===== src/rtl/stpu_irom_arbiter.sv =====
`default_nettype none
// stpu_irom_arbiter: shares the 1-cycle-latency instruction ROM between CPU fetch and debug reads.
// Fixed CPU priority with debug starvation guard; define STPU_IROM_ARB_RR_EN for round-robin. Rev 1.0
module stpu_irom_arbiter #(
    parameter int ADDR_W     = 5,
    parameter int DATA_W     = 32,
    parameter int STARVE_MAX = 15
) (
    input  logic              clk,
    input  logic              rst,
    input  logic              cpu_req_i,
    input  logic [ADDR_W-1:0] cpu_addr_i,
    output logic              cpu_gnt_o,
    output logic              cpu_rvalid_o,
    output logic [DATA_W-1:0] cpu_rdata_o,
    input  logic              dbg_req_i,
    input  logic [ADDR_W-1:0] dbg_addr_i,
    output logic              dbg_gnt_o,
    output logic              dbg_rvalid_o,
    output logic [DATA_W-1:0] dbg_rdata_o,
    output logic              rom_ce_o,
    output logic [ADDR_W-1:0] rom_addr_o,
    input  logic [DATA_W-1:0] rom_data_i
);

    typedef enum logic [1:0] {
        OWN_NONE = 2'd0,
        OWN_CPU  = 2'd1,
        OWN_DBG  = 2'd2
    } owner_t;

    owner_t            r_owner;
    logic [ADDR_W-1:0] r_last_addr;
    logic [DATA_W-1:0] r_cpu_rdata;
    logic [DATA_W-1:0] r_dbg_rdata;
    logic              w_cpu_gnt;
    logic              w_dbg_gnt;
    logic              w_tie_dbg;
    logic [ADDR_W-1:0] w_rom_addr;

`ifdef STPU_IROM_ARB_RR_EN
    logic r_last_dbg;

    assign w_tie_dbg = ~r_last_dbg;
`else
    localparam logic [7:0] c_starve_max = 8'(STARVE_MAX);

    logic [7:0] r_starve_cnt;

    assign w_tie_dbg = (r_starve_cnt == c_starve_max);
`endif

    // Grants are forced low while reset is held so nothing is issued to the ROM.
    always_comb begin
        w_cpu_gnt = 1'b0;
        w_dbg_gnt = 1'b0;
        if (rst) begin
            if (cpu_req_i && dbg_req_i) begin
                w_dbg_gnt = w_tie_dbg;
                w_cpu_gnt = ~w_tie_dbg;
            end else begin
                w_cpu_gnt = cpu_req_i;
                w_dbg_gnt = dbg_req_i;
            end
        end
    end

    // Without a grant the address is held so the ROM output stays put.
    assign w_rom_addr = w_cpu_gnt ? cpu_addr_i :
                        w_dbg_gnt ? dbg_addr_i : r_last_addr;

    assign cpu_gnt_o    = w_cpu_gnt;
    assign dbg_gnt_o    = w_dbg_gnt;
    assign rom_ce_o     = w_cpu_gnt | w_dbg_gnt;
    assign rom_addr_o   = w_rom_addr;
    assign cpu_rvalid_o = (r_owner == OWN_CPU);
    assign dbg_rvalid_o = (r_owner == OWN_DBG);
    assign cpu_rdata_o  = cpu_rvalid_o ? rom_data_i : r_cpu_rdata;
    assign dbg_rdata_o  = dbg_rvalid_o ? rom_data_i : r_dbg_rdata;

    always_ff @(posedge clk or negedge rst) begin
        if (!rst) begin
            r_owner     <= OWN_NONE;
            r_last_addr <= '0;
            r_cpu_rdata <= '0;
            r_dbg_rdata <= '0;
        end else begin
            if (w_cpu_gnt) begin
                r_owner <= OWN_CPU;
            end else if (w_dbg_gnt) begin
                r_owner <= OWN_DBG;
            end else begin
                r_owner <= OWN_NONE;
            end
            if (w_cpu_gnt || w_dbg_gnt) begin
                r_last_addr <= w_rom_addr;
            end
            if (r_owner == OWN_CPU) begin
                r_cpu_rdata <= rom_data_i;
            end
            if (r_owner == OWN_DBG) begin
                r_dbg_rdata <= rom_data_i;
            end
        end
    end

`ifdef STPU_IROM_ARB_RR_EN
    // Resets to "debug last" so the CPU takes the first tie.
    always_ff @(posedge clk or negedge rst) begin
        if (!rst) begin
            r_last_dbg <= 1'b1;
        end else if (w_cpu_gnt) begin
            r_last_dbg <= 1'b0;
        end else if (w_dbg_gnt) begin
            r_last_dbg <= 1'b1;
        end
    end
`else
    always_ff @(posedge clk or negedge rst) begin
        if (!rst) begin
            r_starve_cnt <= '0;
        end else if (dbg_req_i && !w_dbg_gnt) begin
            if (r_starve_cnt != 8'hFF) begin
                r_starve_cnt <= r_starve_cnt + 8'd1;
            end
        end else begin
            r_starve_cnt <= '0;
        end
    end
`endif

endmodule
`default_nettype wire


===== config.mk =====
export PLATFORM = sky130hd
export DESIGN_NAME = stpu_irom_arbiter
export DESIGN_NICKNAME = d
export VERILOG_FILES = /design/src/rtl/stpu_irom_arbiter.sv
export SDC_FILE = /design/constraint.sdc
export NUM_CORES = 1
export LEC_CHECK = 0
export ABC_AREA = 1
export BUFFER_PORTS_ARGS = -buffer_cell sky130_fd_sc_hd__buf_2
export CORE_UTILIZATION = 30
export DETAILED_ROUTE_END_ITERATION = 10
export PLACE_DENSITY_LB_ADDON = 0.15
export SLEW_MARGIN = 20
export SYNTH_ARGS = -nofsm -noshare
export SYNTH_HDL_FRONTEND = slang
export SYNTH_SLANG_ARGS = --single-unit

===== constraint.sdc =====
create_clock -name clk -period 1.7 [get_ports clk]
set_input_delay 0.17 -clock clk [delete_from_list [all_inputs] [get_ports clk]]
set_output_delay 0.17 -clock clk [all_outputs]
set_load 0.02 [all_outputs]

After elaboration in Yosys (flattened, before gate mapping)
Cells that the tools add are included.
Cells by class
  mux-type cells: 12
  $mul: 0
  bitwise gates (word level): 2
  equality and inequality tests: 5
  shift operators: 0
  div/mod/pow operators: 0
  $lt $le $gt $ge: 0
  reduce and logical (&&, ||, !) cells: 4
  add/sub/neg operators: 1
Operators by type and width (count)
  2-to-1 mux 32 bit: 2
  2-to-1 mux 8 bit: 2
  2-to-1 mux 5 bit: 2
  adder 8 x 1 -> 8 bit (second input constant): 1
  == test 8 x 4 -> 1 bit (second input constant): 1
  != test 8 bit (second input constant): 1
  2-to-1 mux 1 bit: 4
  2-to-1 mux 2 bit: 2
  == test 2 x 1 -> 1 bit (second input constant): 1
  == test 2 bit (second input constant): 1
  logical AND 1 bit: 2
  != test 2 x 1 -> 1 bit (second input constant): 1
  logical NOT 1 bit: 1
  logical OR 1 bit: 1
  NOT 1 bit: 1
  bitwise OR 1 bit: 1
Storage, ports and cells
  memory bits (read-only): 0
  bits in registers: 79
  memories: 0
  word-level logic and storage cells: 29
  bits in latches: 0
  memory bits (writable): 0

Longest topological paths before layout
Gate-level depths: netlist (run 1).
  depth in word-level cells: 6
  gate-level depth with buffers: 9

Least setup slack after synthesis (run 1)
Ideal clock, no wire load.
  kind: flip-flop to flip-flop
  from: register r_owner[1]
  to: register r_cpu_rdata[28]
  cell stages (with the launch flop): 5
  arrival: 1617 ps
  path slack: -103 ps
  setup time: 186 ps
  path through: dfrtp_1 > nor2_1 > inv_2 > clkbuf_1 > o21ai_0
On the way
  cells in the longest elaborated chain, start to end: 2
Ends and longest elaborated chain
  from (decl): RTL line 32  | owner_t r_owner;
  from (signal assigned): RTL line 83  | r_owner <= OWN_NONE;
  from (signal assigned): RTL line 89  | r_owner <= OWN_CPU;
  from (signal assigned): RTL line 91  | r_owner <= OWN_DBG;
  == test 2 x 1 -> 1 bit
  via cpu_rvalid_o: RTL line 14  | output logic cpu_rvalid_o,
  2-to-1 mux 32 bit
  via cpu_rdata_o[28]: RTL line 15  | output logic [DATA_W-1:0] cpu_rdata_o,
  to (signal assigned): RTL line 99  | r_cpu_rdata <= rom_data_i;
  to (decl): RTL line 34  | logic [DATA_W-1:0] r_cpu_rdata;
The timed path passes the listed nets, and every way through them passes these cells.
A chain may end at the register's enable or synchronous reset.

Worst setup path in the final report (run 1)
  from: register r_starve_cnt[0]
  to: output port rom_addr_o[0]
On the way
  cells in the longest elaborated chain, start to end: 5
Ends and longest elaborated chain
  from (decl): RTL line 48  | logic [7:0] r_starve_cnt;
  from (signal assigned): RTL line 124  | r_starve_cnt <= r_starve_cnt + 8'd1;
  == test 8 x 4 -> 1 bit (*): RTL line 50  | assign w_tie_dbg = (r_starve_cnt == c_starve_max);
  2-to-1 mux 1 bit / NOT 1 bit (equally long branches): RTL line 58, 60
  2-to-1 mux 1 bit (on tied branches): RTL line 57, 58
  2-to-1 mux 5 bit / 2-to-1 mux 1 bit (equally long branches): RTL line 70, 57
  2-to-1 mux 5 bit (*): RTL line 69  | assign w_rom_addr = w_cpu_gnt ? cpu_addr_i :
  to (decl): RTL line 22  | output logic [ADDR_W-1:0] rom_addr_o,
Mark *: on every way between the ends. The rest lies on a longest branch, timed or not.

==> metrics, run 1 <==
status=finished with violations; failing checks=setup timing; Worst path slowest cell=dfrtp_1; Final setup violation count=between 40 and 50; Initial Util=approximately 31%; fill cell count=between 800 and 900; HP Class=input port to register; share of layout cells above drive strength 1=approximately three fifths; fin crit period=approximately 1800 ps; PwrDens=about 1000 nW/µm²; DRT iter0 DRCs=148; Non-Filler Instances=between 600 and 700; WP data required=between 1500 and 2000 ps; clock skew=roughly 9 ps; Leakage=between 0.003 and 0.004 µW; GR Util met3=under 10%; most common library cells after synthesis=93 x nand2_1, 79 x dfrtp_1, 66 x o21ai_0, 44 x inv_1, 26 x nand3_1; antenna-violating nets left=0; CTS tree=built; die width=around 110 µm; Slew Limit Fails=0; EDFF count, synth=0; total wire length=roughly 11000 µm; PortBufs=119; clk slew on worst S/H paths=80 ps; Max stage delay on crit path=a little over 400 ps; Cell Int Power=4130 µW; global routing usage on met2=26.4%; async set-reset flop share out of synthesis=100%; initial antenna violation count=1; HP Start=cpu_req_i; sequential share of the synthesized area=around 60%; final net count=roughly 570; Synth top area share=between 60% and 70%; CP delay by family, top=flip-flops; reg2reg start=r_starve_cnt[0]$_DFFE_PN0P_; Ports=120; library cells used by synthesis=21; # DRC=0; Comb pwr share=37.4%; Worst Path Buf+Inv=1; setup slack after layout=-144 ps; Worst setup EP type=output port; CP Cell Sequence=ha_4 -> nand3_4 -> o21bai_4 -> nand3_2 -> nand3_2 -> buf_6; area delta synth->final=89.6%; top_reg_cell synth=dfrtp_1; cell area after synthesis=3220 µm²; Slew @ Worst Pin=approximately 420 ps; CTS buffer count=9; RSZ-0062 raised after global routing=true; startpoint types=register; Relative slew margins=71.7%; first-pass GRT wire length=roughly 15000 µm; # diodes=0; CP Max Fanout=6; ranking of synthesized cells by area=dfrtp_1 61%, nand2_1 11%, o21ai_0 10%, inv_1 5.1%, nand3_1 4.0%; area leader, netlist=dfrtp_1; final-report hold violation count=0; clk_lat worst skew=roughly 340 ps; Die Area=11200 µm²; Max rail drop VDD=roughly 0.42 mV; crit path from=r_starve_cnt[0]$_DFFE_PN0P_; CORE AREA=around 10000 µm²; Die Height=between 100 and 150 µm; CP Data Arrival Time=roughly 1700 ps; Layout Utilization=between 50% and 60%; grt peak-use layer=met2; Rows=37; switching share of power=33.0%; switching power total=between 2000 and 2500 µW; Mapped Cells=roughly 360; synthesized flop and latch total=79; most common cell in the netlist=nand2_1; period utilization=108%; clock sinks=79; Synth Warn #=0; Post-DP HPWL=between 5000 and 6000 µm; routability cong.=about 0.8; DP Cell Count=602; drt via density=4.64; largest net degree at the start of global routing=80; Clock Path Buffers=2; number of global-route vias before repair=roughly 2900; Max-cap violations=0; Fmax=0.542 GHz; root buffer cell=clkbuf_8; H-tree depth=3; Global Route Usage Sum=between 15 and 20%; Initial DRT Pass Iterations=5; Post-Syn Nets=slightly above 400; Mapped Avg Cell Area=a little over 9 µm²; Via Count=just over 3000; CP Class=register to output port; Routed wire per std cell=~17 µm; CP most frequent cell=nand3_2; met1 global-route usage=between 20 and 25%; grt ovf=0; Reg power frac=37.4%; clock power share=25.2%; Hold WS=between 100 and 150 ps
==> sequential cells by signal, summed over array words and instances (netlist names) <==
signal        cells
r_last_addr       5
r_dbg_rdata      32
r_starve_cnt      8
r_cpu_rdata      32
r_owner           2
==> stage by stage <==
| step | cell area, µm² | setup slack, ps | setup TNS, ps | total power [µW] |
|---|---|---|---|---|
| after global routing | 6110 | -246 | -6020 | 6440 |
| after detailed placement | 4020 | 113 | 0 | 3510 |
| after floorplan | 3220 | -103 | -2060 | 3010 |
| after CTS | 4870 | -113 | -845 | 5420 |
| final | 6110 | -144 | -1670 | 6160 |
| after global placement | 4020 | 173 | 0 | 3490 |
==> worst paths after layout <==
kind,to,slack [ps],cells past startpoint
setup / recovery,rom_addr_o[0],-140,6
hold / removal,r_owner[0]$_DFF_PN0_,100,3
setup reg to reg,r_last_addr[0]$_DFFE_PN0P_,-80,10
hold reg to reg,r_dbg_rdata[16]$_DFF_PN0_,490,2
max in group asynchronous,r_dbg_rdata[19]$_DFF_PN0_,850,3
min in group asynchronous,r_cpu_rdata[13]$_DFF_PN0_,510,3
==> tightest hold or removal path, delay by kind of cell <==
kind,cells,cell delay (ps)
buffers and inverters,1,110
AND/OR/NAND/NOR,1,70
AO/OA/AOI/OAI,1,60
==> power by group through the flow <==
stage          registers (µW)  logic, µW  clock network (µW)
2_1_floorplan            2260        754                   0
3_3_place_gp             2260       1230                   0
3_5_place_dp             2270       1230                   0
4_1_cts                  2240       1600                1590
5_1_grt                  2330       2430                1680
6_report                 2300       2300                1550
==> cells by family after synthesis <==
| kind of cell | share of synthesized area (%) |
|---|---|
| buffers and inverters | 7.50 |
| adders and majority gates | 0.388 |
| and+or+nand+nor | 19.2 |
| DFF | 61.4 |
| xor gates and xnor gates | 0.544 |
| AOI/OAI and AO/OA | 11.0 |
==> placed cells by master, fill, tap and decap left out, types with 2 or more instances in the layout <==
master      instances
nor2_1             14
inv_2               3
buf_4              33
nand2_4            21
nand3_1            11
xor2_1              2
inv_1              42
clkbuf_8           10
clkinvlp_4          3
nand2_2            19
nor2_2              5
buf_12              7
nand3_2            15
nand2_1            55
o21ai_2            29
bufinv_16           2
o21ai_4            35
buf_2              48
dfrtp_1            78
buf_16              2
o21ai_0             2
clkbuf_16           8
buf_6              74
==> cell type report <==
cell class	instances	area [µm²]	area share [%]
sequential	79	1980	32.4
multi-input combinational	216	1810	29.7
timing repair buffer	174	1740	28.5
inverter	47	185	3.03
tap	136	170	2.79
clock buffer	10	138	2.25
clock inverter	5	82.6	1.35
==> what timing repair did <==
item | 4_1_cts | 5_1_grt
pin swaps | 9 | 7
gates resized for setup | 178 | 199
endpoints found under the hold margin | 79 | 0
setup endpoints to repair | 54 | 72
hold buffers | 1 | 0
cloned | 3 | 13
buffers inserted | 13 | 21
==> routing by layer <==
layer | vias to the layer above | routed length, µm
li1 | 1471 | -
met1 | 1518 | 5040
met2 | 95 | 5710
met3 | 9 | 616
met4 | 0 | 112
met5 | - | 0
(Power assumes the default switching activity.)
==> run 2: changes to the inputs <==
Clock period 1.7 ns to 2 ns, I/O delays scaled along.
==> run 2 against run 1 <==
Effect of this change: clock-buffer cell count unchanged; combinational power shrank 55%; via count shrank 12%; sequential power shrank 17%; non-clock buffer count shrank 44; die area stayed put; highest routed layer unchanged; clock skew is 1.7 ps higher; register-to-register slack better by 640 ps; clock power fell by 26%; global-route usage fell by 2.1 points; the run now ends clean; first-iteration DRC count decreased by 17%; critical endpoint is now dbg_rdata_o[31]; flip-flop and latch count unchanged; critical path type unchanged.
==> metrics, run 2 (synthesis results as in run 1) <==
status=complete, no violations; Fmax=0.527 GHz; Post-DP HPWL=5320 µm (+1.4%); antenna-violating nets left=0 (unchanged); CP Max Fanout=65 (+59); Max stage delay on crit path=370 ps (-40 ps); Final setup violation count=0 (-100%); CP Cell Sequence=inv_1 -> nand2_2 -> buf_12 -> o21ai_0 -> buf_2; Slew @ Worst Pin=530 ps (+105 ps); Max-cap violations=0 (unchanged); Non-Filler Instances=624 (-6.4%); Reg power frac=46.4% (+9.0 points); Relative slew margins=64.7% (-7.0 points); number of global-route vias before repair=2657 (-8.1%); Slew Limit Fails=0 (unchanged); switching share of power=33.1% (+0.13 points); area delta synth->final=32.8%; clock skew=10.7 ps (+1.71 ps); Initial Util=31.1% (unchanged); Rows=37 (unchanged); final net count=530 (-7.7%); # diodes=0 (unchanged); clock sinks=79 (unchanged); Finished Cell Area=4280 µm² (-30%); commonest non-fill, non-tap cell in the layout=buf_2; grt ovf=0 (unchanged); # DRC=0 (unchanged); DP Cell Count=601 (-0.17%); Routed wire per std cell=12.4 µm (-28%); reg2reg start=r_starve_cnt[0]$_DFFE_PN0P_; Clock Path Buffers=2 (unchanged); WP data required=1800 ps (+270 ps); Cell Area, Placed=3980 µm² (-0.81%); DRT iter0 DRCs=123 (-17%); most frequent cells in the layout=118 x buf_2, 90 x nand2_1, 77 x dfrtp_1; PortBufs=119 (unchanged); CP Class=register to output port; Ports=120 (unchanged); routability cong.=0.748 (-4.4%); share of layout cells above drive strength 1=33.4% (-27 points); CORE AREA=10400 µm² (unchanged); first-pass GRT wire length=13000 µm (-11%); clock power share=28.2% (+3.0 points); startpoint types=register; H-tree depth=3 (unchanged); clk slew on worst S/H paths=80 ps (about the same); HP Start=rom_data_i[21]; HP Class=input port to register; Reg2Reg Setup Slack=560 ps (+640 ps); PwrDens=958 nW/µm² (-5.0%); crit path from=r_owner[0]$_DFF_PN0_; Worst path slowest cell=dfrtp_1; initial antenna violation count=0 (-1); Worst setup EP type=output port; Max rail drop VDD=0.362 mV (-13%); Leakage=0.00234 µW (-22%); largest net degree at the start of global routing=66 (-18%); clk_lat worst skew=350 ps (about the same); final-report hold violation count=0 (unchanged); Global Route Usage Sum=15.0% (-2.1 points); die width=106 µm (unchanged); Cell Int Power=2740 µW (-34%); drt via density=4.35 (-6.2%); CTS buffer count=9 (unchanged); Comb pwr share=25.4% (-12 points); Initial DRT Pass Iterations=4 (-1); total wire length=7740 µm (-33%); root buffer cell=clkbuf_8; switching power total=1360 µW (-33%); CP Data Arrival Time=1700 ps (+30 ps); fin crit period=roughly 1900 ps; Via Count=2713 (-12%); RSZ-0062 raised after global routing=true; Die Height=106 µm (unchanged); top flop regs=r_cpu_rdata: 32 flops, r_dbg_rdata: 32 flops, r_starve_cnt: 8 flops; period utilization=a little over nine tenths; Die Area=11200 µm² (unchanged); CTS tree=built
run 2: cell types whose count changed in the layout (fill, tap and decap cells not counted), sizes merged:
cell	before	now
buf	165	128
bufinv	2	1
clkbuf	18	10
clkinv	1	5
clkinvlp	3	1
dlygate4sd3	1	2
run 2: what timing repair did:
action | 4_1_cts | 5_1_grt
resized for setup | 6 | 18
pin swaps | 0 | 2
hold buffers | 2 | 0
setup buffers | 1 | 4
endpoints found under the setup margin | 21 | 23
endpoints found under the hold margin | 1 | 0
run 2: area by class of cell:
cell class | count | area (µm²)
fillers | 1062 | 6090
repair buffers | 130 | 711
inverters | 47 | 185
clock buffers | 10 | 128
well taps | 136 | 170
multi-input cells | 216 | 1040
flip-flops and latches | 79 | 1980
clock inverters | 6 | 61.3
run 2: path summary, 6_finish.rpt:
kind,endpoint,cells past startpoint
worst max-delay path,dbg_rdata_o[31],5
worst min-delay path,r_cpu_rdata[21]$_DFF_PN0_,3
worst max register to register,r_starve_cnt[2]$_DFFE_PN0P_,7
worst min register to register,r_dbg_rdata[19]$_DFF_PN0_,2
max in group asynchronous,r_starve_cnt[5]$_DFFE_PN0P_,4
min in group asynchronous,r_last_addr[0]$_DFFE_PN0P_,2
run 2: power groups by stage:
stage,clock (µW),combinational [µW],sequential (µW)
floorplan,0,632,1920
global placement,0,1030,1930
detailed placement,0,1030,1930
CTS,1220,1050,1900
global route,1280,1150,1930
finish,1150,1040,1900
run 2: worst max-delay path: cells and delay by family, from the launching register on:
| family | cells | cell delay [ps] |
|---|---|---|
| AND/OR/NAND/NOR | 1 | 80 |
| buffers and inverters | 3 | 530 |
| flip-flops | 1 | 370 |
| AO/OA/AOI/OAI | 1 | 320 |
run 2: through the flow:
| stage | setup TNS, ps | utilization (%) | total power [µW] | worst slack (ps) | hold slack, ps |
|---|---|---|---|---|---|
| global placement | 0 | 38.4 | 2960 | 298 | 13.1 |
| CTS | 0 | 40.6 | 4160 | 8.59 | 90.9 |
| finish | 0 | 41.3 | 4100 | 103 | 114 |
| detailed placement | 0 | 38.4 | 2970 | 255 | 13.1 |
| floorplan | 0 | - | 2550 | 183 | -95.6 |
| global route | -82.5 | 41.3 | 4360 | -32.0 | 120 |
run 2: layer usage:
| layer | global-route usage, % | wire length, µm |
|---|---|---|
| met5 | 0 | 0 |
| met4 | 5.46 | 80 |
| met3 | 4.95 | 525 |
| met2 | 22.7 | 3440 |
| met1 | 19.9 | 3700 |
